$ cat config.mk
export PLATFORM = sky130hd
export DESIGN_NAME = hazard_ctrl_param
export DESIGN_NICKNAME = d
export VERILOG_FILES = /design/src/rtl/hazard_ctrl_param_pkg.sv /design/src/rtl/hazard_ctrl_param_detect.sv /design/src/rtl/hazard_ctrl_param.sv
export SDC_FILE = /design/constraint.sdc
export NUM_CORES = 1
export LEC_CHECK = 0
export BUFFER_PORTS_ARGS = -buffer_cell sky130_fd_sc_hd__clkbuf_2
export CORE_AREA = 2 2 39 41
export DETAILED_ROUTE_END_ITERATION = 6
export DIE_AREA = 0 0 41 43
export MAX_ROUTING_LAYER = met4
export PLACE_DENSITY_LB_ADDON = 0.05
export SYNTH_ARGS = -nofsm -noshare
export SYNTH_HDL_FRONTEND = slang
export SYNTH_SLANG_ARGS = --single-unit
$ cat constraint.sdc
create_clock -name i_Clk -period 1.82 [get_ports i_Clk]
set_input_delay 0.364 -clock i_Clk [delete_from_list [all_inputs] [get_ports i_Clk]]
set_output_delay 0.364 -clock i_Clk [all_outputs]
set_load 0.03 [all_outputs]
$ cat src/rtl/hazard_ctrl_param_pkg.sv
// Shared definitions for the VeSPA hazard controller: FSM encodings,
// flush-mask constants and a small helper for sizing the hold counter.
package hazard_ctrl_param_pkg;

   // state    | meaning
   // HZ_IDLE  | watching for control events and load hazards
   // HZ_STALL | holding o_StallSignal for the remaining load-latency cycles
   // HZ_FLUSH | holding a registered flush mask
   typedef enum logic [1:0] {
      HZ_IDLE  = 2'd0,
      HZ_STALL = 2'd1,
      HZ_FLUSH = 2'd2
   } hzState_t;

   // Flush masks, bit order {M,E,D,F}.
   localparam logic [3:0] FLUSH_INT  = 4'b0111;
   localparam logic [3:0] FLUSH_BR   = 4'b1111;
   localparam logic [3:0] FLUSH_JMP  = 4'b0111;
   localparam logic [3:0] FLUSH_RETI = 4'b1111;

   function automatic int hzMax(input int a, input int b);
      return (a > b) ? a : b;
   endfunction

endpackage

$ cat src/rtl/hazard_ctrl_param_detect.sv
// Combinational load-use / load-store-data hazard compare. Kept separate so a
// forwarding unit can reuse the same Decode-vs-Execute address match.
module hazard_ctrl_param_detect #(
   parameter int REG_ADDR_W = 4
) (
   input  logic [REG_ADDR_W-1:0] i_Rs1Dec,
   input  logic [REG_ADDR_W-1:0] i_Rs2Dec,
   input  logic                  i_Rs1UsedDec,
   input  logic                  i_Rs2UsedDec,
   input  logic [REG_ADDR_W-1:0] i_RdExe,
   input  logic                  i_LoadExe,
   output logic                  o_Haz
);

   // Register 0 is deliberately not special-cased: full-width equality only.
   always_comb begin
      o_Haz = i_LoadExe &
              ((i_Rs1UsedDec & (i_Rs1Dec == i_RdExe)) |
               (i_Rs2UsedDec & (i_Rs2Dec == i_RdExe)));
   end

endmodule

$ cat src/rtl/hazard_ctrl_param.sv
// Pipeline hazard controller between Decode/Execute and the pipeline-register
// enables: load-hazard stalls, prioritised registered flushes, deferred
// interrupt acceptance.
//
// state    | meaning
// HZ_IDLE  | accept irq > branch > jump > RETI > load hazard
// HZ_STALL | stall held, events ignored, irq only latched as pending
// HZ_FLUSH | mask held via down-counter, irq only latched as pending
module hazard_ctrl_param
   import hazard_ctrl_param_pkg::*;
#(
   parameter int REG_ADDR_W      = 4,
   parameter int LD_STALL_CYCLES = 1,
   parameter int FLUSH_HOLD      = 1
) (
   input  logic                  i_Clk,
   input  logic                  i_Rst,
   input  logic [REG_ADDR_W-1:0] i_Rs1Dec,
   input  logic [REG_ADDR_W-1:0] i_Rs2Dec,
   input  logic                  i_Rs1UsedDec,
   input  logic                  i_Rs2UsedDec,
   input  logic [REG_ADDR_W-1:0] i_RdExe,
   input  logic                  i_LoadExe,
   input  logic                  i_BranchTakenExe,
   input  logic                  i_JmpExe,
   input  logic                  i_RetiExe,
   input  logic                  i_InterruptReq,
   output logic                  o_FlushFetch,
   output logic                  o_FlushDecode,
   output logic                  o_FlushExecute,
   output logic                  o_FlushMemory,
   output logic                  o_StallSignal,
   output logic                  o_IntAck,
   output logic                  o_IntPending
);

   localparam int CNT_W = $clog2(hzMax(LD_STALL_CYCLES, FLUSH_HOLD) + 1);
   // The first stall cycle is issued from IDLE, so STALL covers the rest.
   localparam logic [CNT_W-1:0] STALL_LOAD =
      CNT_W'((LD_STALL_CYCLES > 1) ? (LD_STALL_CYCLES - 2) : 0);
   localparam logic [CNT_W-1:0] FLUSH_LOAD = CNT_W'(FLUSH_HOLD - 1);

   hzState_t         state, stateNxt;
   logic [CNT_W-1:0] cnt, cntNxt;
   logic [3:0]       mask, maskNxt;
   logic             intAck, intAckNxt;
   logic             pend, pendNxt;
   logic             haz;
   logic             irq;
   logic             stall;

   hazard_ctrl_param_detect #(
      .REG_ADDR_W(REG_ADDR_W)
   ) u_detect (
      .i_Rs1Dec    (i_Rs1Dec),
      .i_Rs2Dec    (i_Rs2Dec),
      .i_Rs1UsedDec(i_Rs1UsedDec),
      .i_Rs2UsedDec(i_Rs2UsedDec),
      .i_RdExe     (i_RdExe),
      .i_LoadExe   (i_LoadExe),
      .o_Haz       (haz)
   );

   assign irq = i_InterruptReq | pend;

   // Next-state, counter, mask and interrupt bookkeeping.
   always_comb begin
      stateNxt  = state;
      cntNxt    = cnt;
      maskNxt   = mask;
      intAckNxt = 1'b0;
      pendNxt   = pend;
      stall     = 1'b0;
      case (state)
         HZ_IDLE: begin
            if (irq) begin
               maskNxt   = FLUSH_INT;
               intAckNxt = 1'b1;
               pendNxt   = 1'b0;
               stateNxt  = HZ_FLUSH;
               cntNxt    = FLUSH_LOAD;
            end else if (i_BranchTakenExe) begin
               maskNxt  = FLUSH_BR;
               stateNxt = HZ_FLUSH;
               cntNxt   = FLUSH_LOAD;
            end else if (i_JmpExe) begin
               maskNxt  = FLUSH_JMP;
               stateNxt = HZ_FLUSH;
               cntNxt   = FLUSH_LOAD;
            end else if (i_RetiExe) begin
               maskNxt  = FLUSH_RETI;
               stateNxt = HZ_FLUSH;
               cntNxt   = FLUSH_LOAD;
            end else if (haz) begin
               stall = 1'b1;
               if (LD_STALL_CYCLES > 1) begin
                  stateNxt = HZ_STALL;
                  cntNxt   = STALL_LOAD;
               end
            end
         end
         HZ_STALL: begin
            stall = 1'b1;
            if (i_InterruptReq) pendNxt = 1'b1;
            if (cnt == '0) stateNxt = HZ_IDLE;
            else           cntNxt   = cnt - CNT_W'(1);
         end
         HZ_FLUSH: begin
            if (i_InterruptReq) pendNxt = 1'b1;
            if (cnt == '0) begin
               stateNxt = HZ_IDLE;
               maskNxt  = 4'b0000;
            end else begin
               cntNxt = cnt - CNT_W'(1);
            end
         end
         default: begin
            stateNxt = HZ_IDLE;
            cntNxt   = '0;
            maskNxt  = 4'b0000;
         end
      endcase
   end

   // State register; reset aborts any stall or flush in progress.
   always_ff @(posedge i_Clk) begin
      if (i_Rst) begin
         state  <= HZ_IDLE;
         cnt    <= '0;
         mask   <= 4'b0000;
         intAck <= 1'b0;
         pend   <= 1'b0;
      end else begin
         state  <= stateNxt;
         cnt    <= cntNxt;
         mask   <= maskNxt;
         intAck <= intAckNxt;
         pend   <= pendNxt;
      end
   end

   assign o_FlushFetch   = mask[0];
   assign o_FlushDecode  = mask[1];
   assign o_FlushExecute = mask[2];
   assign o_FlushMemory  = mask[3];
   assign o_StallSignal  = stall;
   assign o_IntAck       = intAck;
   assign o_IntPending   = pend;

endmodule
==> out/summary.md, run 1 <==
### Status
- **result of the run** finished clean

### Worst setup path
- **Worst EP required** 1460 ps
- **critical path's slowest cell** sky130_fd_sc_hd__a2111o_1
- **Reg2Reg Capture Point** mask[2]
- **crit path DAT** 1450 ps
- **critical path class** input port to output port
- **Worst R2R Start** o_IntPending
- **Reg2Reg Setup Slack** 730 ps
- **Critical Path Fanout Max** 2
- **cell count of the worst reg-to-reg path** 4
- **worst setup path startpoint** i_Rs1Dec[0]
- **critical path's top delay family** compound AO/OA/AOI/OAI gates
- **startpoint type of the worst setup path** input port
- **CP Cell Sequence** clkbuf_2, nor2b_1, a2111o_1, o22ai_1, and4b_1, clkbuf_8
- **delay of the slowest critical-path stage** 380 ps
- **endpoint kind of the worst setup timing path** output port
- **WP buf/inv** 2

### Layout
- **share of final-layout standard cells stronger than drive strength 1** 0.556
- **net total in the final layout** 86
- **Layout Area Growth over Synthesis** 78.4%
- **Fillers** 155
- **diode insertion count for antenna repair** 0
- **core occupancy in the finished layout** 0.344
- **post-route design area** 475 um2

### Clock tree
- **number of buffers inserted during clock tree synthesis** 3
- **CTS tree** done
- **htree depth** 1
- **buffers inserted by post-CTS timing repair** 0
- **clock latency on the worst-skew pair** 230 ps
- **CTS root buffer** sky130_fd_sc_hd__clkbuf_4
- **Sinks on Clock Net** 4
- **Clock Path Buffers** 2
- **hold-fix buffers at CTS** 0
- **CTS clk-pin slew, worst paths** 40 ps

### Route
- **per-cell via count in the routed design** 4.19
- **Post-route DRC** 0
- **routed length per placed instance** 8.77 um
- **Detailed Route Iter0 Violations** 0
- **wire length after detailed routing** 693 um
- **Detail Route Antenna Nets** 0
- **via count of the routed design** 331
- **number of optimization iterations in the first detailed-route pass** 1

### Timing
- **top achievable clock speed** 551 MHz
- **Final Slew Violations** 0
- **worst-case headroom to the max-slew limit** 0.839
- **Final Hold Viols** 0
- **Tcrit/Tclk final** 0.998
- **transition time of the tightest slew-check pin** 241 ps
- **final-layout worst hold slack** 351 ps
- **setup repair after global routing missed its margin** yes
- **final worst setup slack** 4.29 ps
- **crit path time final** 1820 ps
- **endpoints failing setup** 0
- **clock skew** 2.08 ps

### Global route
- **global-route wire length before repair** 1120 um
- **met3 global-route usage** 0.0628
- **Total Routing Usage GR** 0.0966
- **gr ovfl total** 0
- **number of global-route vias before repair** 304
- **pin count of the biggest net entering global routing** 9
- **number of antenna violations at the first check in global routing** 0
- **busiest layer in global routing** met2
- **routing usage on met2** 0.147
- **met1 layer usage reported by global route** 0.103

### Floorplanning
- **Initial Utilization** 0.193
- **Core Box Area** 0.00138 mm2
- **Std-Cell Rows** 14
- **vertical extent of the die** 43 um
- **die area** 0.00176 mm2
- **I/O pin count** 28
- **x dimension of the die** 41 um

### Yosys
- **dominant register cell in the synthesized netlist** sky130_fd_sc_hd__dfxtp_1
- **flip-flop and latch count after synthesis** 4
- **number of enable-type register cells in the synthesized netlist** 0
- **average cell area after synthesis** 8.33 um2
- **fraction of registers with async set/reset** 0
- **part of the Yosys area used for sequential elements** 0.300
- **number of warnings reported in the yosys synthesis log** 0
- **cell count after synthesis** 32
- **post-synth design cell area** 267 um2
- **number of library cell types mapped by synthesis** 18
- **post-synthesis net count** 53

### Placed design
- **worst slack at placement** -33.0 ps
- **Placement Cell Area** 429 um2
- **Final GP Congestion** 0.630
- **IO Port Bufs** 27
- **estimated wirelength of the detail-placed design** 615 um

### Power and ir drop
- **PwrDens** 620 mW/mm2
- **Leak Pwr** 0.000241 uW
- **Tot Pwr** 295 uW
- **worst-case vdd ir drop** 0.411 mV

### Worst hold path
- **Hold Path Sink** mask[2]
- **worst hold path type** input port to register
- **count of cells along the worst hold path** 2
- **Min-Delay Startpoint** i_Rst

### Flow run
- **max-capacitance violation count** 0

worst max path at each step:
stage                                to  slack (ps)  cells past startpoint
after floorplan           o_StallSignal         110                      3
after global placement    o_StallSignal         -10                      6
after detailed placement  o_StallSignal         -30                      6
after CTS                 o_StallSignal          -2                      6
after global routing      o_StallSignal         -50                      6
final                     o_StallSignal           4                      6
final cells by class:
class | instances | area [um2] | area share
multi-input cells | 25 | 183 | 0.384
repair buffers | 30 | 166 | 0.350
flip-flops and latches | 4 | 80.1 | 0.168
clock buffers | 3 | 22.5 | 0.0474
well taps | 16 | 20.0 | 0.0421
inverters | 1 | 3.75 | 0.00789
cells in the final DEF (no fill, tap or decap):
cell type | synthesis | routed
sky130_fd_sc_hd__nand2_1 | 1 | 1
sky130_fd_sc_hd__or2b_1 | 2 | 2
sky130_fd_sc_hd__nor2_1 | 4 | 4
sky130_fd_sc_hd__o2111ai_1 | 1 | 1
sky130_fd_sc_hd__or2_2 | 1 | 1
sky130_fd_sc_hd__nor2b_1 | 2 | 2
sky130_fd_sc_hd__xnor2_1 | 4 | 4
sky130_fd_sc_hd__nor3b_1 | 1 | 1
sky130_fd_sc_hd__nor4_4 | 0 | 1
sky130_fd_sc_hd__nor3_1 | 2 | 2
sky130_fd_sc_hd__and4b_1 | 1 | 1
sky130_fd_sc_hd__nand3_1 | 1 | 1
sky130_fd_sc_hd__xor2_1 | 1 | 1
sky130_fd_sc_hd__clkbuf_4 | 0 | 3
sky130_fd_sc_hd__clkbuf_8 | 0 | 1
sky130_fd_sc_hd__o22ai_1 | 1 | 1
sky130_fd_sc_hd__dfxtp_1 | 4 | 4
sky130_fd_sc_hd__clkbuf_2 | 0 | 26
sky130_fd_sc_hd__nor4_1 | 2 | 1
sky130_fd_sc_hd__buf_4 | 2 | 3
sky130_fd_sc_hd__a2111o_1 | 1 | 1
sky130_fd_sc_hd__inv_1 | 1 | 1
per-layer routing:
| layer | up-vias | routed length, um | part of all wire |
|---|---|---|---|
| li1 | 173 | - | - |
| met1 | 146 | 304 | 0.44 |
| met4 | 0 | 0 | 0 |
| met2 | 12 | 340 | 0.49 |
| met3 | 0 | 47 | 0.068 |
| met5 | - | 0 | 0 |
report_power, final:
group / switching, uW / internal [uW]
Clock: 33.7 / 73.6
Combinational: 46.3 / 42.9
Sequential: 4.97 / 93.6
cell usage after synthesis, types with 2 or more instances:
cell / number / area, um2
sky130_fd_sc_hd__nor2b_1: 2 / 12.5
sky130_fd_sc_hd__or2b_1: 2 / 15.0
sky130_fd_sc_hd__nor3_1: 2 / 10.0
sky130_fd_sc_hd__nor2_1: 4 / 15.0
sky130_fd_sc_hd__buf_4: 2 / 15.0
sky130_fd_sc_hd__xnor2_1: 4 / 35.0
sky130_fd_sc_hd__dfxtp_1: 4 / 80.1
sky130_fd_sc_hd__nor4_1: 2 / 12.5
registers in the layout, summed over array words and instances, names as in the netlist:
signal,count
mask,2
o_IntPending,1
o_IntAck,1
cell families (layout without fill, tap and decap cells):
logic type	count (synthesis)	after routing	share of synthesized area
buf+inv	3	34	0.0704
flops	4	4	0.300
compound gates	3	3	0.0986
simple gates	17	17	0.366
xor+xnor	5	5	0.164
through the flow:
| stage | setup TNS (ps) | cells |
|---|---|---|
| floorplan | 0 | 32 |
| global placement | -14.0 | 76 |
| detailed placement | -33.0 | 76 |
| CTS | -1.80 | 79 |
| global route | -53.0 | 79 |
| finish | 0 | 79 |
what timing repair did:
action,CTS,global route
gates resized for setup,4,0
endpoints found under the setup margin,1,1
pin swaps,1,0
worst reg2reg max path: stages (launching register included):
cell and delay (ps):
sky130_fd_sc_hd__dfxtp_1 310, sky130_fd_sc_hd__or2_2 330, sky130_fd_sc_hd__nor4_4 160, sky130_fd_sc_hd__buf_4 140, sky130_fd_sc_hd__nor3_1 30
Note: power is estimated with default switching activity, not from simulation.
==> run 2, diff against run 1 <==
==> constraint.sdc (replaced) <==
create_clock -name i_Clk -period 1.82 [get_ports i_Clk]
set_input_delay 0.182 -clock i_Clk [delete_from_list [all_inputs] [get_ports i_Clk]]
set_output_delay 0.182 -clock i_Clk [all_outputs]
set_load 0.03 [all_outputs]
==> out/summary.md, run 2 (same netlist as run 1, synthesis figures left out) <==
### Timing
- **endpoints failing setup** 0
- **sum of negative setup slack** 0 ps
- **worst-case headroom to the max-slew limit** 0.838
- **Final Hold Viols** 0
- **transition time of the tightest slew-check pin** 241 ps
- **clock skew** 6.75 ps
- **setup repair after global routing missed its margin** no
- **top achievable clock speed** 609 MHz
- **Tcrit/Tclk final** 0.902
- **crit path time final** 1640 ps
- **Final Slew Violations** 0

### Floorplanning
- **vertical extent of the die** 43 um
- **Initial Utilization** 0.193
- **Core Box Area** 0.00138 mm2
- **I/O pin count** 28
- **x dimension of the die** 41 um
- **Std-Cell Rows** 14
- **die area** 0.00176 mm2

### Status
- **result of the run** finished clean

### Placed design
- **Placed Instances** 73
- **estimated wirelength of the detail-placed design** 581 um
- **Final GP Congestion** 0.667
- **Placement Cell Area** 407 um2
- **IO Port Bufs** 27

### Clock tree
- **htree depth** 1
- **CTS root buffer** sky130_fd_sc_hd__clkbuf_4
- **number of buffers inserted during clock tree synthesis** 3
- **buffers inserted by post-CTS timing repair** 0
- **CTS clk-pin slew, worst paths** 40 ps
- **Sinks on Clock Net** 4
- **CTS tree** done
- **clock latency on the worst-skew pair** 240 ps
- **number of instances resized during post-cts repair** 0
- **Clock Path Buffers** 2
- **hold-fix buffers at CTS** 0

### Global route
- **Total Routing Usage GR** 0.0885
- **global-route wire length before repair** 1020 um
- **number of global-route vias before repair** 288
- **busiest layer in global routing** met2
- **number of antenna violations at the first check in global routing** 0
- **met3 global-route usage** 0.0471
- **met1 layer usage reported by global route** 0.0965
- **pin count of the biggest net entering global routing** 9
- **routing usage on met2** 0.128
- **gr ovfl total** 0

### Worst setup path
- **Worst R2R Start** o_IntPending
- **cell count of the worst reg-to-reg path** 3
- **Reg2Reg Capture Point** mask[2]
- **crit path DAT** 1460 ps
- **Worst EP required** 1640 ps
- **startpoint type of the worst setup path** register
- **worst setup path startpoint** o_IntPending
- **capture point of the critical path** o_StallSignal
- **endpoint kind of the worst setup timing path** output port
- **Critical Path Fanout Max** 3
- **Reg2Reg Setup Slack** 840 ps
- **critical path class** register to output port

### Layout
- **Fillers** 157
- **largest reg by FF count** mask
- **net total in the final layout** 83
- **highest-count cells in the layout ignoring fill and taps** sky130_fd_sc_hd__clkbuf_2 (27), sky130_fd_sc_hd__xnor2_1 (4), sky130_fd_sc_hd__nor2_1 (4), sky130_fd_sc_hd__dfxtp_1 (4), sky130_fd_sc_hd__clkbuf_4 (3)
- **core occupancy in the finished layout** 0.315
- **diode insertion count for antenna repair** 0
- **share of final-layout standard cells stronger than drive strength 1** 0.533
- **Layout Area Growth over Synthesis** 63.4%
- **commonest non-fill, non-tap cell in the layout** sky130_fd_sc_hd__clkbuf_2
- **post-route design area** 435 um2
- **final cell count without fillers** 76
- **max reg flops** 2

### Route
- **number of optimization iterations in the first detailed-route pass** 4
- **Detail Route Antenna Nets** 0
- **via count of the routed design** 310
- **Post-route DRC** 0
- **routed length per placed instance** 9.12 um
- **Detailed Route Iter0 Violations** 5
- **wire length after detailed routing** 693 um
- **per-cell via count in the routed design** 4.08

### Power and ir drop
- **worst-case vdd ir drop** 0.336 mV
- **Leak Pwr** 0.000222 uW
- **PwrDens** 676 mW/mm2

### Flow run
- **max-capacitance violation count** 0

### Worst hold path
- **worst hold path type** input port to register

[run 2: cell types whose count changed in the layout (fill, tap and decap cells not counted)]
cell                       delta
sky130_fd_sc_hd__clkbuf_2     +1
sky130_fd_sc_hd__nor4_2       +1
sky130_fd_sc_hd__clkbuf_8     -1
sky130_fd_sc_hd__nor4_4       -1
sky130_fd_sc_hd__buf_4        -3
[run 2: worst min path at each step]
stage                      from            to  slack (ps)  cells after the start
after floorplan           i_Rst  o_IntPending         260                      1
after global placement    i_Rst  o_IntPending         420                      2
after detailed placement  i_Rst       mask[2]         410                      2
after CTS                 i_Rst       mask[3]         160                      2
after global routing      i_Rst       mask[3]         170                      2
final                     i_Rst       mask[3]         170                      2
[run 2: power breakdown]
part	internal (uW)	switching, uW	total, uW
Combinational	39.0	44.6	83.5
Clock	73.9	38.5	112
Sequential	93.5	4.72	98.2
[run 2: layout make-up]
cell class / instances / area [um2] / share of cell area
timing repair buffer: 27 / 135 / 0.310
clock buffer: 3 / 22.5 / 0.0517
sequential: 4 / 80.1 / 0.184
tap: 16 / 20.0 / 0.0460
inverter: 1 / 3.75 / 0.00862
multi-input combinational: 25 / 174 / 0.399
[run 2: layer usage]
layer	vias up	routed length, um
met5	-	0
met2	11	361
li1	168	-
met4	0	0
met3	0	58
met1	131	273
[run 2: critical path, stage by stage, from the launching register on]
cell	delay [ps]
sky130_fd_sc_hd__dfxtp_1	300
sky130_fd_sc_hd__or2_2	320
sky130_fd_sc_hd__nor4_2	180
sky130_fd_sc_hd__and4b_1	230
sky130_fd_sc_hd__clkbuf_2	200
[run 2: through the flow]
step	power (uW)	worst slack, ps	hold WS, ps
2_1_floorplan	149	288	258
3_3_place_gp	184	316	424
3_5_place_dp	182	317	414
6_report	294	178	167
5_1_grt	316	101	169
4_1_cts	299	72.3	162
==> run 3, diff against run 2 <==
CTS_BUF_LIST = sky130_fd_sc_hd__clkbuf_8   (was not set)
RECOVER_POWER = 25   (was not set)
==> out/summary.md, run 3 (same netlist as run 1, synthesis figures left out) <==
### Timing
- **crit path time final** 1710 ps
- **top achievable clock speed** 584 MHz
- **Final Slew Violations** 0
- **Tcrit/Tclk final** 0.940
- **worst-case headroom to the max-slew limit** 0.775
- **setup repair after global routing missed its margin** no
- **final-layout worst hold slack** 193 ps
- **clock skew** 1.53 ps
- **transition time of the tightest slew-check pin** 334 ps
- **sum of negative setup slack** 0 ps
- **endpoints failing setup** 0
- **Final Hold Viols** 0

### Clock tree
- **CTS clk-pin slew, worst paths** 30 ps
- **number of instances resized during post-cts repair** 0
- **number of buffers inserted during clock tree synthesis** 3
- **CTS root buffer** sky130_fd_sc_hd__clkbuf_8
- **Clock Path Buffers** 2
- **Sinks on Clock Net** 4
- **buffers inserted by post-CTS timing repair** 0
- **hold-fix buffers at CTS** 0
- **CTS tree** done
- **clock latency on the worst-skew pair** 220 ps
- **htree depth** 1

### Route
- **per-cell via count in the routed design** 4.20
- **number of optimization iterations in the first detailed-route pass** 4
- **routed length per placed instance** 8.79 um
- **Detailed Route Iter0 Violations** 7
- **via count of the routed design** 319
- **Post-route DRC** 0
- **wire length after detailed routing** 668 um
- **Detail Route Antenna Nets** 0

### Layout
- **diode insertion count for antenna repair** 0
- **share of final-layout standard cells stronger than drive strength 1** 0.517
- **Layout Area Growth over Synthesis** 68.1%
- **net total in the final layout** 83
- **Fillers** 152
- **commonest non-fill, non-tap cell in the layout** sky130_fd_sc_hd__clkbuf_2
- **highest-count cells in the layout ignoring fill and taps** sky130_fd_sc_hd__clkbuf_2 (27), sky130_fd_sc_hd__xnor2_1 (4), sky130_fd_sc_hd__nor2_1 (4), sky130_fd_sc_hd__dfxtp_1 (4), sky130_fd_sc_hd__clkbuf_8 (3)
- **max reg flops** 2
- **largest reg by FF count** mask

### Power and ir drop
- **worst-case vdd ir drop** 0.408 mV
- **PwrDens** 828 mW/mm2
- **Leak Pwr** 0.000229 uW

### Placed design
- **Final GP Congestion** 0.667
- **estimated wirelength of the detail-placed design** 581 um
- **IO Port Bufs** 27

### Global route
- **Total Routing Usage GR** 0.0916
- **number of antenna violations at the first check in global routing** 0
- **pin count of the biggest net entering global routing** 9
- **global-route wire length before repair** 1070 um
- **number of global-route vias before repair** 303
- **gr ovfl total** 0

### Floorplanning
- **die area** 0.00176 mm2
- **Core Box Area** 0.00138 mm2
- **Std-Cell Rows** 14
- **Initial Utilization** 0.193
- **x dimension of the die** 41 um
- **vertical extent of the die** 43 um
- **I/O pin count** 28

### Worst setup path
- **worst setup path startpoint** o_IntPending
- **CP Cell Sequence** or2_2, nor4_1, and4b_1, clkbuf_2
- **startpoint type of the worst setup path** register
- **critical path's top delay family** simple AND/OR/NAND/NOR gates
- **delay of the slowest critical-path stage** 300 ps
- **Reg2Reg Setup Slack** 750 ps
- **Critical Path Fanout Max** 3
- **Worst EP required** 1640 ps
- **crit path DAT** 1530 ps
- **number of cells on the critical path** 4
- **critical path class** register to output port
- **endpoint kind of the worst setup timing path** output port
- **Worst R2R Start** o_IntPending
- **Reg2Reg Capture Point** mask[2]
- **cell count of the worst reg-to-reg path** 3
- **capture point of the critical path** o_StallSignal
- **critical path's slowest cell** sky130_fd_sc_hd__dfxtp_1
- **WP buf/inv** 1

### Status
- **result of the run** finished clean

### Worst hold path
- **worst hold path type** input port to register

### Flow run
- **max-capacitance violation count** 0

[run 3: cell counts in the layout (fill, tap and decap cells not counted)]
Identical to the previous run, type by type.
[run 3: worst min path at each step]
stage / start / end / cells past startpoint
after floorplan: i_Rst / o_IntPending / 1
after global placement: i_Rst / o_IntPending / 2
after detailed placement: i_Rst / mask[2] / 2
after CTS: i_Rst / mask[3] / 2
after global routing: i_Rst / mask[2] / 2
final: i_Rst / mask[3] / 2
[run 3: per-layer routing]
layer / vias up / wire (um) / global-route usage
li1: 169 / - / -
met1: 136 / 268 / 0.0997
met2: 14 / 338 / 0.134
met3: 0 / 62 / 0.0471
met4: 0 / 0 / 0.0400
met5: - / 0 / -
[run 3: report_power, final]
| group | leakage [uW] | internal [uW] | total [uW] | switching (uW) |
|---|---|---|---|---|
| Combinational | 0.000175 | 38.7 | 81.9 | 43.2 |
| Sequential | 0.0000330 | 93.7 | 98.4 | 4.72 |
| Clock | 0.0000216 | 141 | 190 | 49.1 |
[run 3: cell type report]
type                            count  area (um2)  area share
Sequential cell                     4        80.1       0.179
Timing Repair Buffer               27         135       0.302
Multi-Input combinational cell     25         168       0.374
Clock buffer                        3        41.3      0.0922
Tap cell                           16        20.0      0.0447
Inverter                            1        3.75     0.00838
[run 3: stage by stage]
stage	std cells	utilization	total power (uW)	setup slack (ps)	area (um2)
after global placement	73	0.294	184	316	407
after global routing	76	0.324	390	1.85	448
after floorplan	32	-	149	288	267
final	76	0.324	371	108	448
after detailed placement	73	0.294	182	317	407
after CTS	76	0.324	376	88.4	448
